**src/rtl/blc_seq_if.sv**
```systemverilog
// Operand/result handshake bundle for the binary-log converter.
// The master drives operands and result acceptance; the slave returns results.
interface blc_seq_if;
  logic        in_valid;
  logic        in_ready;
  logic [15:0] operand;
  logic        out_valid;
  logic        out_ready;
  logic [19:0] logv;
  logic        zero;

  modport master (
    output in_valid, operand, out_ready,
    input  in_ready, out_valid, logv, zero
  );

  modport slave (
    input  in_valid, operand, out_ready,
    output in_ready, out_valid, logv, zero
  );
endinterface

```
**src/rtl/blc_seq.sv**
```systemverilog
// Sequential Mitchell log2 approximation: shifts the operand left until its
// leading one reaches bit 15, down-counting the integer part k from 15.
//
// state | meaning
// IDLE  | waiting for an operand, in_ready high
// SCAN  | shifting sreg left one bit per cycle, k counting down
// DONE  | result presented on logv/zero, waiting for out_ready
module blc_seq (
  input logic      clk,
  input logic      rst,
  blc_seq_if.slave bus
);

  typedef enum logic [1:0] {IDLE = 2'd0, SCAN = 2'd1, DONE = 2'd2} state_t;

  state_t      state, state_nx;
  logic [15:0] sreg, sreg_nx;
  logic [3:0]  k, k_nx;
  logic [19:0] logv_q, logv_nx;
  logic        zero_q, zero_nx;
  logic        out_valid_q, out_valid_nx;

  always_ff @(posedge clk) begin
    if (rst) begin
      state       <= IDLE;
      sreg        <= '0;
      k           <= '0;
      logv_q      <= '0;
      zero_q      <= 1'b0;
      out_valid_q <= 1'b0;
    end else begin
      state       <= state_nx;
      sreg        <= sreg_nx;
      k           <= k_nx;
      logv_q      <= logv_nx;
      zero_q      <= zero_nx;
      out_valid_q <= out_valid_nx;
    end
  end

  always_comb begin
    state_nx = state;
    sreg_nx  = sreg;
    k_nx     = k;
    logv_nx  = logv_q;
    zero_nx  = zero_q;
    case (state)
      IDLE: begin
        if (bus.in_valid) begin
          sreg_nx  = bus.operand;
          k_nx     = 4'd15;
          state_nx = SCAN;
        end
      end
      SCAN: begin
        if (sreg == 16'h0000) begin
          zero_nx  = 1'b1;
          logv_nx  = '0;
          state_nx = DONE;
        end else if (sreg[15]) begin
          // Leading one now sits at bit 15, so the bits below it are the fraction.
          zero_nx  = 1'b0;
          logv_nx  = {k, sreg[14:0]};
          state_nx = DONE;
        end else begin
          sreg_nx = {sreg[14:0], 1'b0};
          k_nx    = k - 4'd1;
        end
      end
      DONE: begin
        if (bus.out_ready) state_nx = IDLE;
      end
      default: state_nx = IDLE;
    endcase
    out_valid_nx = (state_nx == DONE);
  end

  assign bus.in_ready  = (state == IDLE) && !rst;
  assign bus.out_valid = out_valid_q;
  assign bus.logv      = logv_q;
  assign bus.zero      = zero_q;

endmodule

```
**src/flat_wrapper.sv**
```systemverilog
// flat-port wrapper written by rule: the top's interface ports become plain ports
module blc_seq_flat 
  (clk, rst, bus_in_valid, bus_operand, bus_out_ready, bus_in_ready, bus_out_valid, bus_logv, bus_zero);
  blc_seq_if bus_i ();
  input logic clk;
  input logic rst;
  input wire logic [$bits(bus_i.in_valid)-1:0] bus_in_valid;
  input wire logic [$bits(bus_i.operand)-1:0] bus_operand;
  input wire logic [$bits(bus_i.out_ready)-1:0] bus_out_ready;
  output wire logic [$bits(bus_i.in_ready)-1:0] bus_in_ready;
  output wire logic [$bits(bus_i.out_valid)-1:0] bus_out_valid;
  output wire logic [$bits(bus_i.logv)-1:0] bus_logv;
  output wire logic [$bits(bus_i.zero)-1:0] bus_zero;
  assign bus_i.in_valid = bus_in_valid;
  assign bus_i.operand = bus_operand;
  assign bus_i.out_ready = bus_out_ready;
  assign bus_in_ready = bus_i.in_ready;
  assign bus_out_valid = bus_i.out_valid;
  assign bus_logv = bus_i.logv;
  assign bus_zero = bus_i.zero;
  blc_seq u_core (.clk(clk), .rst(rst), .bus(bus_i));
endmodule
```
**config.mk**
```make
export PLATFORM = sky130hd
export DESIGN_NAME = blc_seq_flat
export DESIGN_NICKNAME = d
export VERILOG_FILES = /design/src/rtl/blc_seq_if.sv /design/src/rtl/blc_seq.sv /design/src/flat_wrapper.sv
export SDC_FILE = /design/constraint.sdc
export NUM_CORES = 1
export LEC_CHECK = 0
export BUFFER_PORTS_ARGS = -buffer_cell sky130_fd_sc_hd__buf_2
export CORE_UTILIZATION = 30
export DETAILED_ROUTE_END_ITERATION = 12
export MAX_ROUTING_LAYER = met4
export PLACE_DENSITY = 0.55
export SLEW_MARGIN = 40
export SYNTH_ARGS = -nofsm -noshare
export SYNTH_HDL_FRONTEND = slang
export SYNTH_SLANG_ARGS = --single-unit
```
**constraint.sdc**
```tcl
create_clock -name clk -period 1.93 [get_ports clk]
set_clock_uncertainty 0.2 [all_clocks]
set_input_delay 0.0965 -clock clk [delete_from_list [all_inputs] [get_ports clk]]
set_output_delay 0.0965 -clock clk [all_outputs]
set_load 0.05 [all_outputs]
```
# == Word-level counts from Yosys, hierarchy flattened ==
# Index checks and enable logic that the tools add are counted.
# word_totals
in_bits,20
elab_cells,40
out_inout_bits,23
reg_bits,44
# op_classes
addsub,1
muxes,17
n_reduce_logical,9
eq_ne,6
# ops
op,count
$mux W16,3
$mux W20,2
$pmux W16 S2,1
$logic_not A16 Y1,1
$mux W4,3
$mux W2,4
$pmux W4 S2,1
$ne A2 B2 Y1 const B,3
$pmux W2 S3,1
$eq A2 B2 Y1 const B,2
$reduce_and A4 Y1,1
$reduce_bool A2 Y1,2
$sub A4 B1 Y4 const B,1
$reduce_and A3 Y1,1
$eq A2 B1 Y1 const B,1
$logic_not A2 Y1,1
$mux W1,2
$reduce_and A2 Y1,1
$logic_and A1 B1 Y1,1
$logic_not A1 Y1,1

# == Logic depth before layout (Yosys ltp) ==
# Gate-level depths: netlist of the first run.
# logic_depth
word_depth,4
ltp_mapped,7

# == Worst setup path after synthesis of the first run ==
# OpenSTA, ideal clock, no wires.
# synth_path
path_kind,in2out
from,input rst
to,output bus_in_ready
t_required_ps,1633
arrival_ps,1582
path_stages,3
n_path_buf,2
setup_slack_ps,51
cell_sequence,clkbuf_1 -> buf_1 -> nor3_1
# synth_between
elab_chain_len,2
# synth_lines
element,line,text
"start, declared",flat_wrapper.sv:6,input logic rst;
$logic_not A1 Y1,blc_seq.sv:78,assign bus.in_ready = (state == IDLE) && !rst;
$logic_and A1 B1 Y1,blc_seq.sv:78,
"end, declared",flat_wrapper.sv:10,output wire logic [$bits(bus_i.in_ready)-1:0] bus_in_ready;
# No other way between the ends.

# == Worst setup path in the final report of the first run ==
# layout_path
from,register u_core.sreg[12]
to,register u_core.sreg[8]
# layout_between
elab_chain_len,3
# layout_lines
element,line,text
"start, declared",blc_seq.sv:17,"logic [15:0] sreg, sreg_nx;"
"start signal, assigned",blc_seq.sv:33,sreg <= sreg_nx;
$logic_not A16 Y1,blc_seq.sv:56,if (sreg == 16'h0000) begin
$ne A2 B2 Y1 (no line),n/a,
$reduce_and A4 Y1 (no line),n/a,
# No other way between the ends.
# A chain may end at the register's enable or synchronous reset.

==> impl_metrics.json, run 1 <==
{
  "yosys_warnings": 0,
  "synth_area_sq_mm": 0.002007,
  "flow.area_growth_from_synthesis_pct": 36.35,
  "timing.critical_path.arrival_ns": 1.80,
  "power.clock.fraction_pct": 25.2,
  "worst_skew_pair.late_latency_ns": 0.31,
  "viasPerCell": 5.065,
  "layout_commonest_cell": "sky130_fd_sc_hd__dfxtp_1",
  "clk_path_buf_depth": 2,
  "final_design_area_no_fill_sq_mm": 0.002736,
  "cts_tree": "done",
  "final_core_utilization_pct": 42.85,
  "cts.clk_slew.worst_paths_ns": 0.09,
  "io_pins": 43,
  "synth.yosys.seq_area_share_pct": 42.89,
  "timing_worst_setup_path_type": "flip-flop to flip-flop",
  "p_leak_uw": 0.001163,
  "routed_wl_mm": 5.048,
  "postSynth.asyncResetShare_pct": 0,
  "internal-power_uw": 1560,
  "initial_utilization_pct": 31.43,
  "synth-main-ff-cell": "sky130_fd_sc_hd__dfxtp_1",
  "antenna_violating_nets_post_route": 0,
  "numPortBuffers": 41,
  "antenna-diode-count": 0,
  "nets": 284,
  "critPathMaxFanout": 9,
  "placeableCoreArea_sq_mm": 0.006386,
  "vdd_drop_max_mv": 0.4374,
  "dp.cells": 316,
  "synth_cell_type_count": 37,
  "drv_cap": 0,
  "hold_path.class": "input pin to flip-flop",
  "setup_viol": 0,
  "layoutNonFillerInstCount": 341,
  "power.switching_fraction_pct": 33.70,
  "grt_setup_unrepaired": "false",
  "tightest_slew_ns": 0.5825,
  "fin_total_pwr_uw": 2353,
  "gp_congestion": 0.7765,
  "max-slew-margin-rel_pct": 61.08,
  "power.combinational.fraction_pct": 30.9,
  "grt_overflow": 0,
  "final_period_minus_worst_setup_slack_ns": 1.819,
  "drt-initial-drc-count": 119,
  "hold_viol_final": 0,
  "maximum_number_of_pins_on_one_net_before_global_route_repair": 20,
  "cellPowerDensity_mw_per_mm2": 860.1,
  "startpoint_type": "flip-flop",
  "gr-usage-all-layers_pct": 15.49,
  "drive_above_1_share_pct": 42.05,
  "placed_area_sq_mm": 0.002456,
  "syn-instance-count": 182,
  "row_count": 29,
  "first_global_vias": 1668,
  "netSwitchingPower_uw": 793.1,
  "postSynthNetCount": 203,
  "cts_inserted_buffers": 5,
  "worstSetupEndpointType": "flip-flop",
  "final_min_period_over_clock_period_pct": 94.26,
  "route.detailed.wl_per_inst_um": 14.80,
  "die-area_sq_mm": 0.007021,
  "synth.avg_cell_area_sq_um": 11.03,
  "worst_ep_required_time_ns": 1.91,
  "slew_viol_final": 0,
  "grt_pass1_wl_mm": 8.383,
  "seqPwrFrac_pct": 43.9,
  "final.fill_count": 630,
  "cts_root_buffer": "sky130_fd_sc_hd__clkbuf_8",
  "postSynthRegisterBits": 43,
  "drt_pass1_iterations": 4,
  "dp.final_hpwl_mm": 3.536,
  "run_status": "finished, final reports clean",
  "num_vias": 1727,
  "number_of_clock_sinks": 43,
  "number_of_antenna_violations_at_the_first_check_in_global_routing": 0,
  "chipHeight_um": 83.79,
  "most-common-layout-cells": "sky130_fd_sc_hd__dfxtp_1, sky130_fd_sc_hd__buf_2, sky130_fd_sc_hd__buf_4, sky130_fd_sc_hd__a22o_1, sky130_fd_sc_hd__dlygate4sd3_1",
  "max_clk_rate_mhz": 549.7,
  "drc": 0,
  "worst_hold_slack_ns": 0.009369,
  "htree_levels": 2,
  "number_of_enable_flip_flop_cells_after_synthesis": 0,
  "die_width_um": 83.79
}
## power groups by stage
| stage | Combinational [uW] | Clock [uW] | Sequential, uW |
|---|---|---|---|
| 2_1_floorplan | 412 | 0 | 1090 |
| 3_3_place_gp | 686 | 0 | 1040 |
| 3_5_place_dp | 694 | 0 | 1050 |
| 4_1_cts | 724 | 604 | 1020 |
| 5_1_grt | 789 | 625 | 1040 |
| 6_report | 728 | 592 | 1030 |
## critical path, stage by stage, from the launching register on
cell and delay [ns]:
sky130_fd_sc_hd__dfxtp_1 0.36, sky130_fd_sc_hd__nor4_4 0.30, sky130_fd_sc_hd__buf_4 0.16, sky130_fd_sc_hd__a41oi_2 0.12, sky130_fd_sc_hd__buf_4 0.20, sky130_fd_sc_hd__a211oi_1 0.28, sky130_fd_sc_hd__a211oi_2 0.07
## synthesized netlist by cell type, drive strengths merged (2+ instances only)
master,count,share of area (%)
a22o,19,8.3
a22oi,2,0.75
nor2b,9,2.8
nand3,2,0.50
dfxtp,43,43
a41o,2,1.1
a311oi,2,1.5
nor4,4,2.9
nor3,4,1.0
a21oi,5,1.6
nor2,8,1.5
inv,3,0.56
buf,13,4.8
nor3b,2,1.0
mux2i,14,7.0
and2b,6,2.4
clkbuf,3,0.56
a211oi,28,14
a31oi,2,0.62
o21a,2,0.75
## final cells by class
| type | instances | area, sq um | share of cell area (%) |
|---|---|---|---|
| Sequential cell | 43 | 860.8 | 31.46 |
| Timing Repair Buffer | 90 | 619.3 | 22.63 |
| Clock buffer | 5 | 68.82 | 2.515 |
| Clock inverter | 3 | 20.02 | 0.7316 |
| Inverter | 3 | 11.26 | 0.4115 |
| Tap cell | 77 | 96.34 | 3.521 |
| Multi-Input combinational cell | 120 | 1060 | 38.73 |
## flip-flops by register name (all words and copies together) (netlist names)
register,cells
u_core.bus.logv,19
u_core.bus.out_valid,1
u_core.bus.zero,1
u_core.k,4
u_core.sreg,16
u_core.state,2
## metal layers
metal | vias to the layer above | share of wire (%) | GRT usage, %
met3 | 8 | 4.4 | 2.572
li1 | 856 | - | -
met5 | - | 0 | -
met1 | 818 | 50 | 20.67
met4 | 0 | 1.7 | 6.009
met2 | 45 | 44 | 23.43
## final timing paths
path / start / endpoint / slack (ns) / cells past startpoint
worst max-delay path: u_core.sreg[12] / u_core.sreg[8] / 0.11 / 6
worst min register to register: u_core.bus.logv[10] / u_core.bus.logv[10] / 0.27 / 1
worst min-delay path: bus_operand[2] / u_core.sreg[2] / 0.009 / 3
worst max register to register: u_core.sreg[12] / u_core.sreg[8] / 0.11 / 6
## logic make-up after synthesis
kind of cell / count (synthesis) / share of synthesized area, %
and+or+nand+nor: 40 / 13.72
other: 1 / 0.1869
muxes: 14 / 6.982
AOI/OAI and AO/OA: 64 / 29.68
DFF: 43 / 42.89
buffers and inverters: 19 / 5.922
adders and majority gates: 1 / 0.6233
## metrics by stage
stage / setup TNS (ns) / setup WS, ns
after global routing: 0 / 0.001722
after floorplan: 0 / 0.05129
final: 0 / 0.1109
after global placement: -2.825 / -0.1043
after CTS: 0 / 0.05742
after detailed placement: 0 / 0.07101
## what timing repair did
action | in CTS | in global routing
endpoints found under the hold margin | 17 | 0
endpoints found under the setup margin | 0 | 18
gates resized for setup | 0 | 3
buffers inserted | 0 | 0
hold buffers | 17 | 0
No activity file was read; power rests on OpenSTA's default activity.
==> run 2: changes to the inputs <==
Settings changed: ABC_AREA set to 1, CTS_BUF_LIST set to sky130_fd_sc_hd__clkbuf_8.
==> impl_metrics.json, run 2 <==
{
  "seqPwrFrac_pct": 44.8,
  "fin_total_pwr_uw": 2303,
  "numPortBuffers": 41,
  "worstSetupEndpointType": "flip-flop",
  "postSynthRegisterBits": 43,
  "yosys_warnings": 0,
  "placeableCoreArea_sq_mm": 0.006495,
  "number_of_enable_flip_flop_cells_after_synthesis": 0,
  "hold_path_depth": 4,
  "row_count": 29,
  "number_of_antenna_violations_at_the_first_check_in_global_routing": 0,
  "worst_ep_required_time_ns": 1.92,
  "drt-initial-drc-count": 160,
  "synth.yosys.seq_area_share_pct": 41.52,
  "power.switching_fraction_pct": 31.21,
  "route.detailed.wl_per_inst_um": 11.86,
  "flow.area_growth_from_synthesis_pct": 26.07,
  "startpoint_type": "flip-flop",
  "die-area_sq_mm": 0.007247,
  "nets": 367,
  "cts_root_buffer": "sky130_fd_sc_hd__clkbuf_8",
  "critPathMaxFanout": 35,
  "grt_pass1_wl_mm": 8.714,
  "synth_area_sq_mm": 0.002073,
  "hold_path.class": "input pin to flip-flop",
  "hp-start": "bus_out_ready",
  "slew_viol_final": 0,
  "dp.cells": 399,
  "vdd_drop_max_mv": 0.2961,
  "max_clk_rate_mhz": 577.4,
  "grt_setup_unrepaired": "false",
  "clk_path_buf_depth": 2,
  "cts_inserted_buffers": 5,
  "most-common-layout-cells": "sky130_fd_sc_hd__nand2_1, sky130_fd_sc_hd__dfxtp_1, sky130_fd_sc_hd__buf_2, sky130_fd_sc_hd__nand3_1, sky130_fd_sc_hd__nor2_1",
  "grt_overflow": 0,
  "timing.critical_path.arrival_ns": 1.72,
  "rr_endpoint": "u_core.k[2]",
  "maximum_number_of_pins_on_one_net_before_global_route_repair": 36,
  "crit_start": "u_core.sreg[15]",
  "hold_viol_final": 0,
  "p_leak_uw": 0.001195,
  "timing_worst_setup_path_type": "flip-flop to flip-flop",
  "cts.clk_slew.worst_paths_ns": 0.08,
  "initial_utilization_pct": 31.92,
  "io_pins": 43,
  "first_global_vias": 1842,
  "final_min_period_over_clock_period_pct": 89.73,
  "drive_above_1_share_pct": 24.50,
  "routed_wl_mm": 5.028,
  "power.combinational.fraction_pct": 23.6,
  "totalNegativeSetupSlack_ns": 0,
  "internal-power_uw": 1584,
  "synth-main-ff-cell": "sky130_fd_sc_hd__dfxtp_1",
  "post_synth_most_frequent_cells": "sky130_fd_sc_hd__nand2_1, sky130_fd_sc_hd__dfxtp_1, sky130_fd_sc_hd__nand3_1",
  "gr-usage-all-layers_pct": 15.63,
  "netSwitchingPower_uw": 718.8,
  "dp.final_hpwl_mm": 3.474,
  "chipHeight_um": 85.13,
  "gp_congestion": 0.7559,
  "cellPowerDensity_mw_per_mm2": 881.0,
  "antenna-diode-count": 0,
  "holdPathEnd": "u_core.bus.out_valid",
  "worstRegToRegCells": 8,
  "postSynth.asyncResetShare_pct": 0,
  "cts.repair_timing.setup_buffer_count": 0,
  "layout_commonest_cell": "sky130_fd_sc_hd__nand2_1",
  "syn-instance-count": 291,
  "final_period_minus_worst_setup_slack_ns": 1.732,
  "postSynthNetCount": 312,
  "cells_taking_the_most_area_after_synthesis": "sky130_fd_sc_hd__dfxtp_1, sky130_fd_sc_hd__nand3_1, sky130_fd_sc_hd__nand2_1",
  "htree_levels": 2,
  "drv_cap": 0,
  "power.clock.fraction_pct": 31.6,
  "run_status": "finished, final reports clean",
  "largest_register_ffs": 19,
  "number_of_clock_sinks": 43,
  "yosys.cell_count.top_type": "sky130_fd_sc_hd__nand2_1",
  "die_width_um": 85.13,
  "antenna_violating_nets_post_route": 0,
  "num_vias": 1965,
  "cts_tree": "done",
  "final.fill_count": 691,
  "yosys_top_cell_area_share_pct": 41.52,
  "drt_pass1_iterations": 4,
  "drc": 0,
  "synth_cell_type_count": 23,
  "setup_viol": 0,
  "worstReg2RegStart": "u_core.sreg[15]",
  "viasPerCell": 4.634,
  "synth.avg_cell_area_sq_um": 7.125,
  "r2r_setup_slack_ns": 0.20,
  "synth.largest_area_cell": "sky130_fd_sc_hd__dfxtp_1",
  "worst_skew_pair.late_latency_ns": 0.29,
  "layoutNonFillerInstCount": 424
}
## run 2: cell count changes in the layout (fill, tap and decap cells not counted), sizes merged, moves of 4 or more
cell,delta
mux2i,-14
nand3,+37
a211oi,-28
nand2,+59
nor4,-4
a22o,-19
and2b,-6
o21ai,+17
nor2,+32
inv,+25
a21oi,+33
nor2b,-9
buf,-23
## run 2: cell families after synthesis
logic type	share of synthesized area (%)
simple gates	30.42
fa+ha+maj	0.6034
compound gates	15.33
other cells	0.1809
xor+xnor	0.8451
flops	41.52
buf+inv	11.10
## run 2: worst max-delay path, cell delays in order, from the launching register on
cell,delay (ns)
sky130_fd_sc_hd__dfxtp_1,0.33
sky130_fd_sc_hd__nor2_1,0.20
sky130_fd_sc_hd__nand2_1,0.07
sky130_fd_sc_hd__nor2_1,0.12
sky130_fd_sc_hd__nand2_1,0.18
sky130_fd_sc_hd__nand2_8,0.22
sky130_fd_sc_hd__nand2_1,0.14
sky130_fd_sc_hd__nor2_1,0.11
sky130_fd_sc_hd__nor2_1,0.05
## run 2: timing repair
item                                   in CTS  in global routing
hold buffers                               17                  0
gates resized for setup                     0                  1
endpoints found under the hold margin      16                  0
setup endpoints to repair                   0                  3
## run 2: layout make-up
class | instances | area [sq um] | area share (%)
clock inverter | 2 | 35.03 | 1.340
multi-input combinational | 201 | 991.0 | 37.91
sequential | 43 | 860.8 | 32.93
clock buffer | 6 | 82.58 | 3.159
inverter | 28 | 105.1 | 4.021
tap | 77 | 96.34 | 3.686
timing repair buffer | 67 | 442.9 | 16.95
## run 2: worst max-delay path by stage
| stage | endpoint | slack (ns) | cells past startpoint |
|---|---|---|---|
| after floorplan | bus_in_ready | 0.20 | 1 |
| after global placement | u_core.k[3] | 0.17 | 8 |
| after detailed placement | u_core.k[2] | 0.16 | 8 |
| after CTS | u_core.k[3] | 0.14 | 8 |
| after global routing | u_core.k[2] | 0.07 | 8 |
| final | u_core.k[2] | 0.20 | 8 |
## run 2: through the flow
step	cell area, sq um	hold slack (ns)	setup slack (ns)	util [%]
floorplan	2073	-0.03443	0.2037	-
global placement	2317	0.2432	0.1690	35.68
detailed placement	2317	0.2479	0.1596	35.68
CTS	2605	0.03746	0.1371	40.11
global route	2614	0.08265	0.07048	40.24
finish	2614	0.03476	0.1982	40.24
## run 2: routing by layer
layer  track usage (%)  vias up  part of all wire, %
met1             20.82      866                   51
met2             23.02       58                   42
li1                  -     1037                    -
met3             3.696        4                  6.2
met5                 -        -                    0
met4             5.701        0                  1.3
## run 2: power groups by stage
| stage | clock network [uW] | logic [uW] | registers [uW] |
|---|---|---|---|
| finish | 729 | 543 | 1030 |
| global route | 793 | 618 | 1040 |
| CTS | 749 | 539 | 1030 |
| detailed placement | 0 | 511 | 1050 |
| global placement | 0 | 514 | 1050 |
| floorplan | 0 | 378 | 1070 |
==> run 3: changes to the inputs <==
Settings changed: RECOVER_POWER set to 50.
==> impl_metrics.json, run 3 (synthesis results as in run 2) <==
{
  "layout_commonest_cell": "sky130_fd_sc_hd__nand2_1",
  "worstReg2RegStart": "u_core.sreg[15]",
  "final_min_period_over_clock_period_pct": 90.34,
  "drv_cap": 0,
  "worst_path_dominant_cell_family": "simple AND/OR/NAND/NOR gates",
  "internal-power_uw": 1579,
  "grt_overflow": 0,
  "num_vias": 1985,
  "routed_wl_mm": 5.004,
  "drive_above_1_share_pct": 18.16,
  "timing.critical_path.arrival_ns": 1.74,
  "slew_viol_final": 0,
  "number_of_clock_sinks": 43,
  "row_count": 29,
  "setup_viol": 0,
  "chipHeight_um": 85.13,
  "hold_path.class": "input pin to flip-flop",
  "startpoint_type": "flip-flop",
  "maximum_number_of_pins_on_one_net_before_global_route_repair": 36,
  "antenna-diode-count": 0,
  "clk_path_buf_depth": 2,
  "crit_start": "u_core.sreg[15]",
  "worst_hold_slack_ns": 0.03293,
  "max_clk_rate_mhz": 573.6,
  "cellPowerDensity_mw_per_mm2": 890.8,
  "power.combinational.fraction_pct": 23.3,
  "tightest_slew_ns": 0.6097,
  "p_leak_uw": 0.001102,
  "cts_inserted_buffers": 5,
  "totalNegativeSetupSlack_ns": 0,
  "seqPwrFrac_pct": 44.9,
  "hp-start": "bus_out_ready",
  "cp_slowest_cell": "sky130_fd_sc_hd__dfxtp_1",
  "worstSetupEndpointType": "flip-flop",
  "flow.area_growth_from_synthesis_pct": 24.56,
  "netSwitchingPower_uw": 721.9,
  "run_status": "finished, final reports clean",
  "initial_utilization_pct": 31.92,
  "largest_register_ffs": 19,
  "hold_viol_final": 0,
  "cts.clk_slew.worst_paths_ns": 0.08,
  "nets": 367,
  "max-slew-margin-rel_pct": 59.53,
  "placed_area_sq_mm": 0.002317,
  "placeableCoreArea_sq_mm": 0.006495,
  "final_period_minus_worst_setup_slack_ns": 1.744,
  "grt_setup_unrepaired": "false",
  "power.switching_fraction_pct": 31.38,
  "worst_ep_required_time_ns": 1.92,
  "most-common-layout-cells": "sky130_fd_sc_hd__nand2_1, sky130_fd_sc_hd__dfxtp_1, sky130_fd_sc_hd__nand3_1, sky130_fd_sc_hd__nor2_1, sky130_fd_sc_hd__a21oi_1",
  "htree_levels": 2,
  "cts_tree": "done",
  "cts_root_buffer": "sky130_fd_sc_hd__clkbuf_8",
  "cpMostUsedCell": "sky130_fd_sc_hd__nor2_1",
  "timing_worst_setup_path_type": "flip-flop to flip-flop",
  "drt-initial-drc-count": 154,
  "timing.critical_path.slowest_cell_delay_ns": 0.33,
  "die_width_um": 85.13,
  "first_global_vias": 1842,
  "cts.repair_timing.setup_buffer_count": 0,
  "numPortBuffers": 41,
  "gp_congestion": 0.7559,
  "r2r_setup_slack_ns": 0.19,
  "dp.final_hpwl_mm": 3.474,
  "vdd_drop_max_mv": 0.2959,
  "critPathMaxFanout": 35,
  "drt_pass1_iterations": 5,
  "die-area_sq_mm": 0.007247,
  "gr-usage-all-layers_pct": 15.63,
  "critPathBufInv": 0,
  "route.detailed.wl_per_inst_um": 11.80,
  "power.clock.fraction_pct": 31.8,
  "number_of_antenna_violations_at_the_first_check_in_global_routing": 0,
  "grt_pass1_wl_mm": 8.714,
  "drc": 0,
  "viasPerCell": 4.682,
  "worst_skew_pair.late_latency_ns": 0.29,
  "critical_path_cell_list": "nor2_1, nand2_1, nor2_1, nand2_1, nand2_8, nand2_1, nor2_1, nor2_1",
  "final_design_area_no_fill_sq_mm": 0.002582,
  "antenna_violating_nets_post_route": 0,
  "io_pins": 43
}
## run 3: what timing repair did
item / CTS / global route
endpoints found under the hold margin: 16 / 0
gates resized for setup: 0 / 1
endpoints found under the setup margin: 0 / 3
hold buffers: 17 / 0
## run 3: layout make-up
type	instances	area, sq um
fill	701	3913
multi-input combinational	201	991.0
sequential	43	860.8
timing repair buffer	67	411.6
inverter	28	105.1
tap	77	96.34
clock buffer	6	82.58
clock inverter	2	35.03
## run 3: layer usage
layer,part of all wire [%],vias up,GRT usage [%]
li1,-,1041,-
met1,51,884,20.82
met2,42,52,23.02
met3,5.7,8,3.696
met4,1.9,0,5.701
met5,0,-,-
## run 3: power groups by stage
stage | clock network [uW] | logic (uW) | registers (uW)
final | 732 | 537 | 1030
after global routing | 793 | 612 | 1040
after CTS | 749 | 539 | 1030
after detailed placement | 0 | 511 | 1050
after global placement | 0 | 514 | 1050
after floorplan | 0 | 378 | 1070
## run 3: tightest hold or removal path: stages
cell	delay, ns
sky130_fd_sc_hd__buf_2	0.08
sky130_fd_sc_hd__nor3_1	0.04
sky130_fd_sc_hd__o21ai_0	0.23
sky130_fd_sc_hd__inv_1	0.05
## run 3: stage by stage
step | worst slack [ns] | power, uW | instances | util [%]
floorplan | 0.2037 | 1451 | 291 | -
global placement | 0.1690 | 1563 | 399 | 35.68
detailed placement | 0.1596 | 1564 | 399 | 35.68
CTS | 0.1371 | 2320 | 424 | 40.11
global route | 0.05483 | 2450 | 424 | 39.76
finish | 0.1865 | 2300 | 424 | 39.76
## run 3: path summary, 6_finish.rpt
path	to	cells after the start
worst max-delay path	u_core.k[2]	8
worst min-delay path	u_core.bus.out_valid	4
worst max register to register	u_core.k[2]	8
worst min register to register	u_core.bus.zero	2
